## src/rtl/row_sequencer_if.sv

```systemverilog
// Bundle between the row-length FIFOs, the row sequencer and the element fetch /
// accumulator stages. master = sequencer side, slave = surrounding environment.
interface row_sequencer_if #(
  parameter int CHANNEL_NUM  = 8,
  parameter int ROW_LEN_SIZE = 9,
  parameter int ROW_IDX_SIZE = 16
);
  logic [ROW_LEN_SIZE*CHANNEL_NUM-1:0] len_in;
  logic [CHANNEL_NUM-1:0]              len_empty;
  logic [CHANNEL_NUM-1:0]              len_read;
  logic [CHANNEL_NUM-1:0]              elem_valid;
  logic [CHANNEL_NUM-1:0]              elem_ready;
  logic [CHANNEL_NUM-1:0]              elem_last;
  logic [ROW_IDX_SIZE*CHANNEL_NUM-1:0] row_idx;
  logic [CHANNEL_NUM-1:0]              row_end;
  logic [CHANNEL_NUM-1:0]              row_zero;
  logic [CHANNEL_NUM-1:0]              done;

  modport master (
    input  len_in, len_empty, elem_ready,
    output len_read, elem_valid, elem_last, row_idx, row_end, row_zero, done
  );

  modport slave (
    output len_in, len_empty, elem_ready,
    input  len_read, elem_valid, elem_last, row_idx, row_end, row_zero, done
  );
endinterface

```

## src/rtl/row_sequencer.sv

```systemverilog
// Per-channel expansion of row lengths into element requests, with row-end /
// empty-row events for the accumulator. Channels are fully independent.
//
// state  | meaning
// S_IDLE | pop next length when the FIFO is not empty
// S_WAIT | FIFO data valid, load remaining count
// S_RUN  | issue element requests until the last one is accepted
// S_END  | one-cycle row_end (row_zero for empty rows), advance row index
// S_DONE | NUM_ROWS rows finished, channel parked until reset
module row_sequencer #(
  parameter int CHANNEL_NUM  = 8,
  parameter int ROW_LEN_SIZE = 9,
  parameter int ROW_IDX_SIZE = 16,
  parameter int NUM_ROWS     = 64
) (
  input logic           clk,
  input logic           rst,
  row_sequencer_if.master bus
);

  typedef enum logic [2:0] {
    S_IDLE,
    S_WAIT,
    S_RUN,
    S_END,
    S_DONE
  } state_t;

  localparam logic [ROW_IDX_SIZE-1:0] LAST_ROW_IDX = ROW_IDX_SIZE'(NUM_ROWS);
  localparam logic [ROW_LEN_SIZE-1:0] REM_ONE      = ROW_LEN_SIZE'(1);

  for (genvar i = 0; i < CHANNEL_NUM; i++) begin : g_ch
    state_t                  r_state;
    state_t                  w_next;
    logic [ROW_LEN_SIZE-1:0] r_rem;
    logic                    r_zero;
    logic [ROW_IDX_SIZE-1:0] r_row_idx;
    logic [ROW_LEN_SIZE-1:0] w_len;
    logic [ROW_IDX_SIZE-1:0] w_idx_inc;
    logic                    w_hs;

    assign w_len     = bus.len_in[i*ROW_LEN_SIZE +: ROW_LEN_SIZE];
    assign w_idx_inc = r_row_idx + ROW_IDX_SIZE'(1);
    assign w_hs      = (r_state == S_RUN) && bus.elem_ready[i];

    always_ff @(posedge clk or posedge rst) begin
      if (rst) begin
        r_state   <= S_IDLE;
        r_rem     <= '0;
        r_zero    <= 1'b0;
        r_row_idx <= '0;
      end else begin
        r_state <= w_next;
        case (r_state)
          S_WAIT: begin
            r_rem  <= w_len;
            r_zero <= (w_len == '0);
          end
          S_RUN: begin
            if (w_hs && (r_rem != '0)) r_rem <= r_rem - REM_ONE;
          end
          S_END: r_row_idx <= w_idx_inc;
          default: ;
        endcase
      end
    end

    always_comb begin
      w_next = r_state;
      case (r_state)
        S_IDLE: if (!bus.len_empty[i]) w_next = S_WAIT;
        S_WAIT: w_next = (w_len == '0) ? S_END : S_RUN;
        S_RUN:  if (w_hs && (r_rem == REM_ONE)) w_next = S_END;
        S_END:  w_next = (w_idx_inc == LAST_ROW_IDX) ? S_DONE : S_IDLE;
        S_DONE: w_next = S_DONE;
        default: w_next = S_IDLE;
      endcase
    end

    // rst gate keeps the read strobe quiet while reset is held
    assign bus.len_read[i]   = (r_state == S_IDLE) && !bus.len_empty[i] && !rst;
    assign bus.elem_valid[i] = (r_state == S_RUN);
    assign bus.elem_last[i]  = (r_state == S_RUN) && (r_rem == REM_ONE);
    assign bus.row_end[i]    = (r_state == S_END);
    assign bus.row_zero[i]   = (r_state == S_END) && r_zero;
    assign bus.done[i]       = (r_state == S_DONE);
    assign bus.row_idx[i*ROW_IDX_SIZE +: ROW_IDX_SIZE] = r_row_idx;
  end

endmodule

```

## src/flat_wrapper.sv

```systemverilog
// flat-port wrapper written by rule: the top's interface ports become plain ports
module row_sequencer_flat 
#(
  parameter int CHANNEL_NUM  = 8,
  parameter int ROW_LEN_SIZE = 9,
  parameter int ROW_IDX_SIZE = 16,
  parameter int NUM_ROWS     = 64
)
  (clk, rst, bus_len_in, bus_len_empty, bus_elem_ready, bus_len_read, bus_elem_valid, bus_elem_last, bus_row_idx, bus_row_end, bus_row_zero, bus_done);
  row_sequencer_if #(.CHANNEL_NUM(CHANNEL_NUM), .ROW_LEN_SIZE(ROW_LEN_SIZE), .ROW_IDX_SIZE(ROW_IDX_SIZE)) bus_i ();
  input logic clk;
  input logic rst;
  input wire logic [$bits(bus_i.len_in)-1:0] bus_len_in;
  input wire logic [$bits(bus_i.len_empty)-1:0] bus_len_empty;
  input wire logic [$bits(bus_i.elem_ready)-1:0] bus_elem_ready;
  output wire logic [$bits(bus_i.len_read)-1:0] bus_len_read;
  output wire logic [$bits(bus_i.elem_valid)-1:0] bus_elem_valid;
  output wire logic [$bits(bus_i.elem_last)-1:0] bus_elem_last;
  output wire logic [$bits(bus_i.row_idx)-1:0] bus_row_idx;
  output wire logic [$bits(bus_i.row_end)-1:0] bus_row_end;
  output wire logic [$bits(bus_i.row_zero)-1:0] bus_row_zero;
  output wire logic [$bits(bus_i.done)-1:0] bus_done;
  assign bus_i.len_in = bus_len_in;
  assign bus_i.len_empty = bus_len_empty;
  assign bus_i.elem_ready = bus_elem_ready;
  assign bus_len_read = bus_i.len_read;
  assign bus_elem_valid = bus_i.elem_valid;
  assign bus_elem_last = bus_i.elem_last;
  assign bus_row_idx = bus_i.row_idx;
  assign bus_row_end = bus_i.row_end;
  assign bus_row_zero = bus_i.row_zero;
  assign bus_done = bus_i.done;
  row_sequencer #(.CHANNEL_NUM(CHANNEL_NUM), .ROW_LEN_SIZE(ROW_LEN_SIZE), .ROW_IDX_SIZE(ROW_IDX_SIZE), .NUM_ROWS(NUM_ROWS)) u_core (.clk(clk), .rst(rst), .bus(bus_i));
endmodule
```

## config.mk

```make
export PLATFORM = sky130hd
export DESIGN_NAME = row_sequencer_flat
export DESIGN_NICKNAME = d
export VERILOG_FILES = /design/src/rtl/row_sequencer_if.sv /design/src/rtl/row_sequencer.sv /design/src/flat_wrapper.sv
export SDC_FILE = /design/constraint.sdc
export NUM_CORES = 1
export LEC_CHECK = 0
export CAP_MARGIN = 10
export CORE_ASPECT_RATIO = 1.1
export CORE_MARGIN = 2
export CORE_UTILIZATION = 53
export DETAILED_ROUTE_END_ITERATION = 6
export GPL_TIMING_DRIVEN = 0
export PLACE_DENSITY = 0.86
export SLEW_MARGIN = 20
export SYNTH_ARGS = -nofsm -noshare
export SYNTH_HDL_FRONTEND = slang
export SYNTH_SLANG_ARGS = --single-unit
export TNS_END_PERCENT = 1
```

## constraint.sdc

```tcl
create_clock -name clk -period 10.75 [get_ports clk]
set_input_delay 1.6125 -clock clk [delete_from_list [all_inputs] [get_ports clk]]
set_output_delay 1.6125 -clock clk [all_outputs]
set_load 0.02 [all_outputs]
```

==> out/qor.yml <==
hp-class: "flop to flop"
numCtsBuffers: 26
synth-async-reset-ratio_pct: 100
pwr_density_cell_mw_per_mm2: 215
routed_via_density: 5.97
io_buffers: 265
final_common_cell: "clkdlybuf4s50_1"
via_count: 12900
die_area_mm2: 0.0269
yosysWarnings: 0
ir_worst_vdd_mv: 0.185
ios: 266
p_seq_share_pct: 36.1
slew_headroom_pct: 48.8
slew_violations: 0
ys_seq_area_share_pct: 42.8
worst_pin_slew_ps: 762
worst_hold_slack_ps: 463
cts_hold_buf: 0
power.switching_w: 0.00150
rsz0062_at_grt: "false"
p_int_w: 0.00228
hold_viol_final: 0
cts_tree: "built"
synth.avg_cell_area_um2: 8.86
n_antenna_cell: 0
antenna_left: 0
htreeDepth: 1
drive_gt1_share_pct: 4.94
synthFlopType: "dfrtp_1"
initial_core_util_pct: 53.8
finClkSkew_ps: 16.6
netlist_area_mm2: 0.0136
synth-edff-count: 0
gp_congestion: 0.913
synth_top_area_share_pct: 42.8
clk_pin_slew_ps: 60
clkPwrFrac_pct: 24.6
postCtsSetupRepairBufs: 0
coreArea_mm2: 0.0252
path_class: "input pin to primary output"
cp.required_ps: 9140
firstDrtPassIters: 6
reg2reg_depth: 8
status: "finished clean"
synthCells: 1530
combPwrFrac_pct: 39.3
synthToLayoutAreaGrowth_pct: 29.6
grt_max_degree: 90
max_freq_mhz: 169
cts_sinks: 232
period_share_pct: 55.1
grt_pass1_wl_um: 57600
wl_um: 35300
postLayoutCoreUtil_pct: 69.7
holdPathStages: 2
synthDistinctLibCells: 82
ys_ff_latch: 232
cap_violations: 0
cp-start-kind: "input pin"
antenna_found_initial: 0
switching_share_pct: 39.7
drc: 0
fin_crit_ps: 5920
worstPathArrival_ps: 4310
nets: 1943
leakagePower_nw: 7.27
yosysTopAreaCell: "dfrtp_1"
cts.repair.resized: 0
fp-row-count: 61
hpwl_um: 25500
layout_common_cells: "265 x clkdlybuf4s50_1, 232 x dfrtp_1, 154 x nor2_1"
grt_pass1_vias: 12100
power.total_w: 0.00377
die_h_um: 172
setup_viol: 0
cts-root-buf: "clkbuf_16"
wl_per_cell_um: 16.4
endpoint_kind: "primary output"
synth_area_leaders: "dfrtp_1 43%, xnor2_1 6.5%, nor2_1 4.3%"
crit_fanout: 89
synth_nets: 1648
first_iter_violations: 963
grt_usage_pct: 25.6
clk_latency_ps: 540
die_w_um: 156
cts.path.max_buffers: 3
overflow: 0
==> path summary, 6_finish.rpt <==
check                                         from                      endpoint  slack (ps)
setup reg to reg           u_core.g_ch[0].r_rem[0]       u_core.g_ch[0].r_rem[2]        8270
hold / removal               u_core.g_ch[7].r_zero         u_core.g_ch[7].r_zero         460
setup / recovery                               rst               bus_len_read[1]        4830
hold reg to reg              u_core.g_ch[7].r_zero         u_core.g_ch[7].r_zero         460
max in group asynchronous                      rst       u_core.g_ch[3].r_rem[7]        7900
min in group asynchronous                      rst  u_core.g_ch[3].r_row_idx[11]        2020
==> sequential cells by signal, indices dropped and copies added (netlist names) <==
| signal | count |
|---|---|
| u_core.g_ch.r_rem | 72 |
| u_core.g_ch.r_row_idx | 128 |
| u_core.g_ch.r_state | 24 |
| u_core.g_ch.r_zero | 8 |
==> per-layer routing <==
metal / up-vias / GRT usage, % / share of wire [%]
met4: 0 / 9.25 / 3.1
met5: - / 0 / 0
met1: 6164 / 32.1 / 41
met3: 87 / 4.91 / 6.9
li1: 6147 / - / -
met2: 482 / 44.1 / 49
==> worst max-delay path, cell delays in order <==
cell and delay (ps):
clkdlybuf4s50_1 760, inv_8 630, buf_16 420, and3_1 220
clkdlybuf4s50_1 600
==> cells in the mapped netlist, types with 5 or more instances <==
master	count
nand3_1	74
buf_2	8
mux2i_1	10
and3_1	31
nor3_1	66
a21oi_1	71
xnor2_1	100
o31ai_1	9
a2111oi_0	6
o21ai_1	6
o2bb2ai_1	9
inv_1	49
a22oi_1	15
or3_1	18
nor2b_1	5
a31oi_1	14
a211o_1	5
nor4b_1	9
dfrtp_1	232
nor2_1	154
or3b_2	8
xor2_1	39
clkbuf_1	50
o21ai_0	97
nand4_1	43
or4_1	7
nand2b_1	12
and4_1	13
and2_1	21
ha_1	28
nor3b_1	15
nand2_1	143
a211oi_1	6
nand3b_1	10
and3b_1	5
nor4_1	48
==> logic make-up (layout without fill, tap and decap cells) <==
kind of cell / count (synthesis) / after routing / share of synthesized area [%]
adder cells (fa/ha/maj): 28 / 28 / 2.59
XOR/XNOR: 139 / 139 / 8.98
buffers and inverters: 117 / 430 / 3.51
AO/OA/AOI/OAI: 299 / 299 / 14.0
AND/OR/NAND/NOR: 702 / 702 / 27.1
multiplexers: 13 / 13 / 0.988
flip-flops: 232 / 232 / 42.8
==> power by group through the flow <==
stage | registers (W) | clock network [W] | logic (W)
detailed placement | 0.00136 | 0 | 0.00147
global placement | 0.00135 | 0 | 0.00141
finish | 0.00136 | 0.000929 | 0.00148
floorplan | 0.00137 | 0 | 0.000948
CTS | 0.00135 | 0.000949 | 0.00147
global route | 0.00140 | 0.000987 | 0.00164
==> metrics by stage <==
stage / setup TNS, ps / worst slack (ps) / area, um2 / cells
2_1_floorplan: 0 / 1900 / 13600 / 1530
6_report: 0 / 4830 / 17600 / 2158
5_1_grt: 0 / 4590 / 17600 / 2158
4_1_cts: 0 / 4720 / 17600 / 2158
3_3_place_gp: -170150 / -1570 / 16600 / 2110
3_5_place_dp: 0 / 4720 / 16700 / 2112
==> area by class of cell <==
cell class,instances,area (um2)
Tap cell,315,394
Multi-Input combinational cell,1181,7270
Clock buffer,39,779
Sequential cell,232,5810
Fill cell,1931,7620
Buffer,66,284
Timing Repair Buffer,267,2710
Inverter,51,199
Clock inverter,7,124
Power figures use the tool's default switching activity.
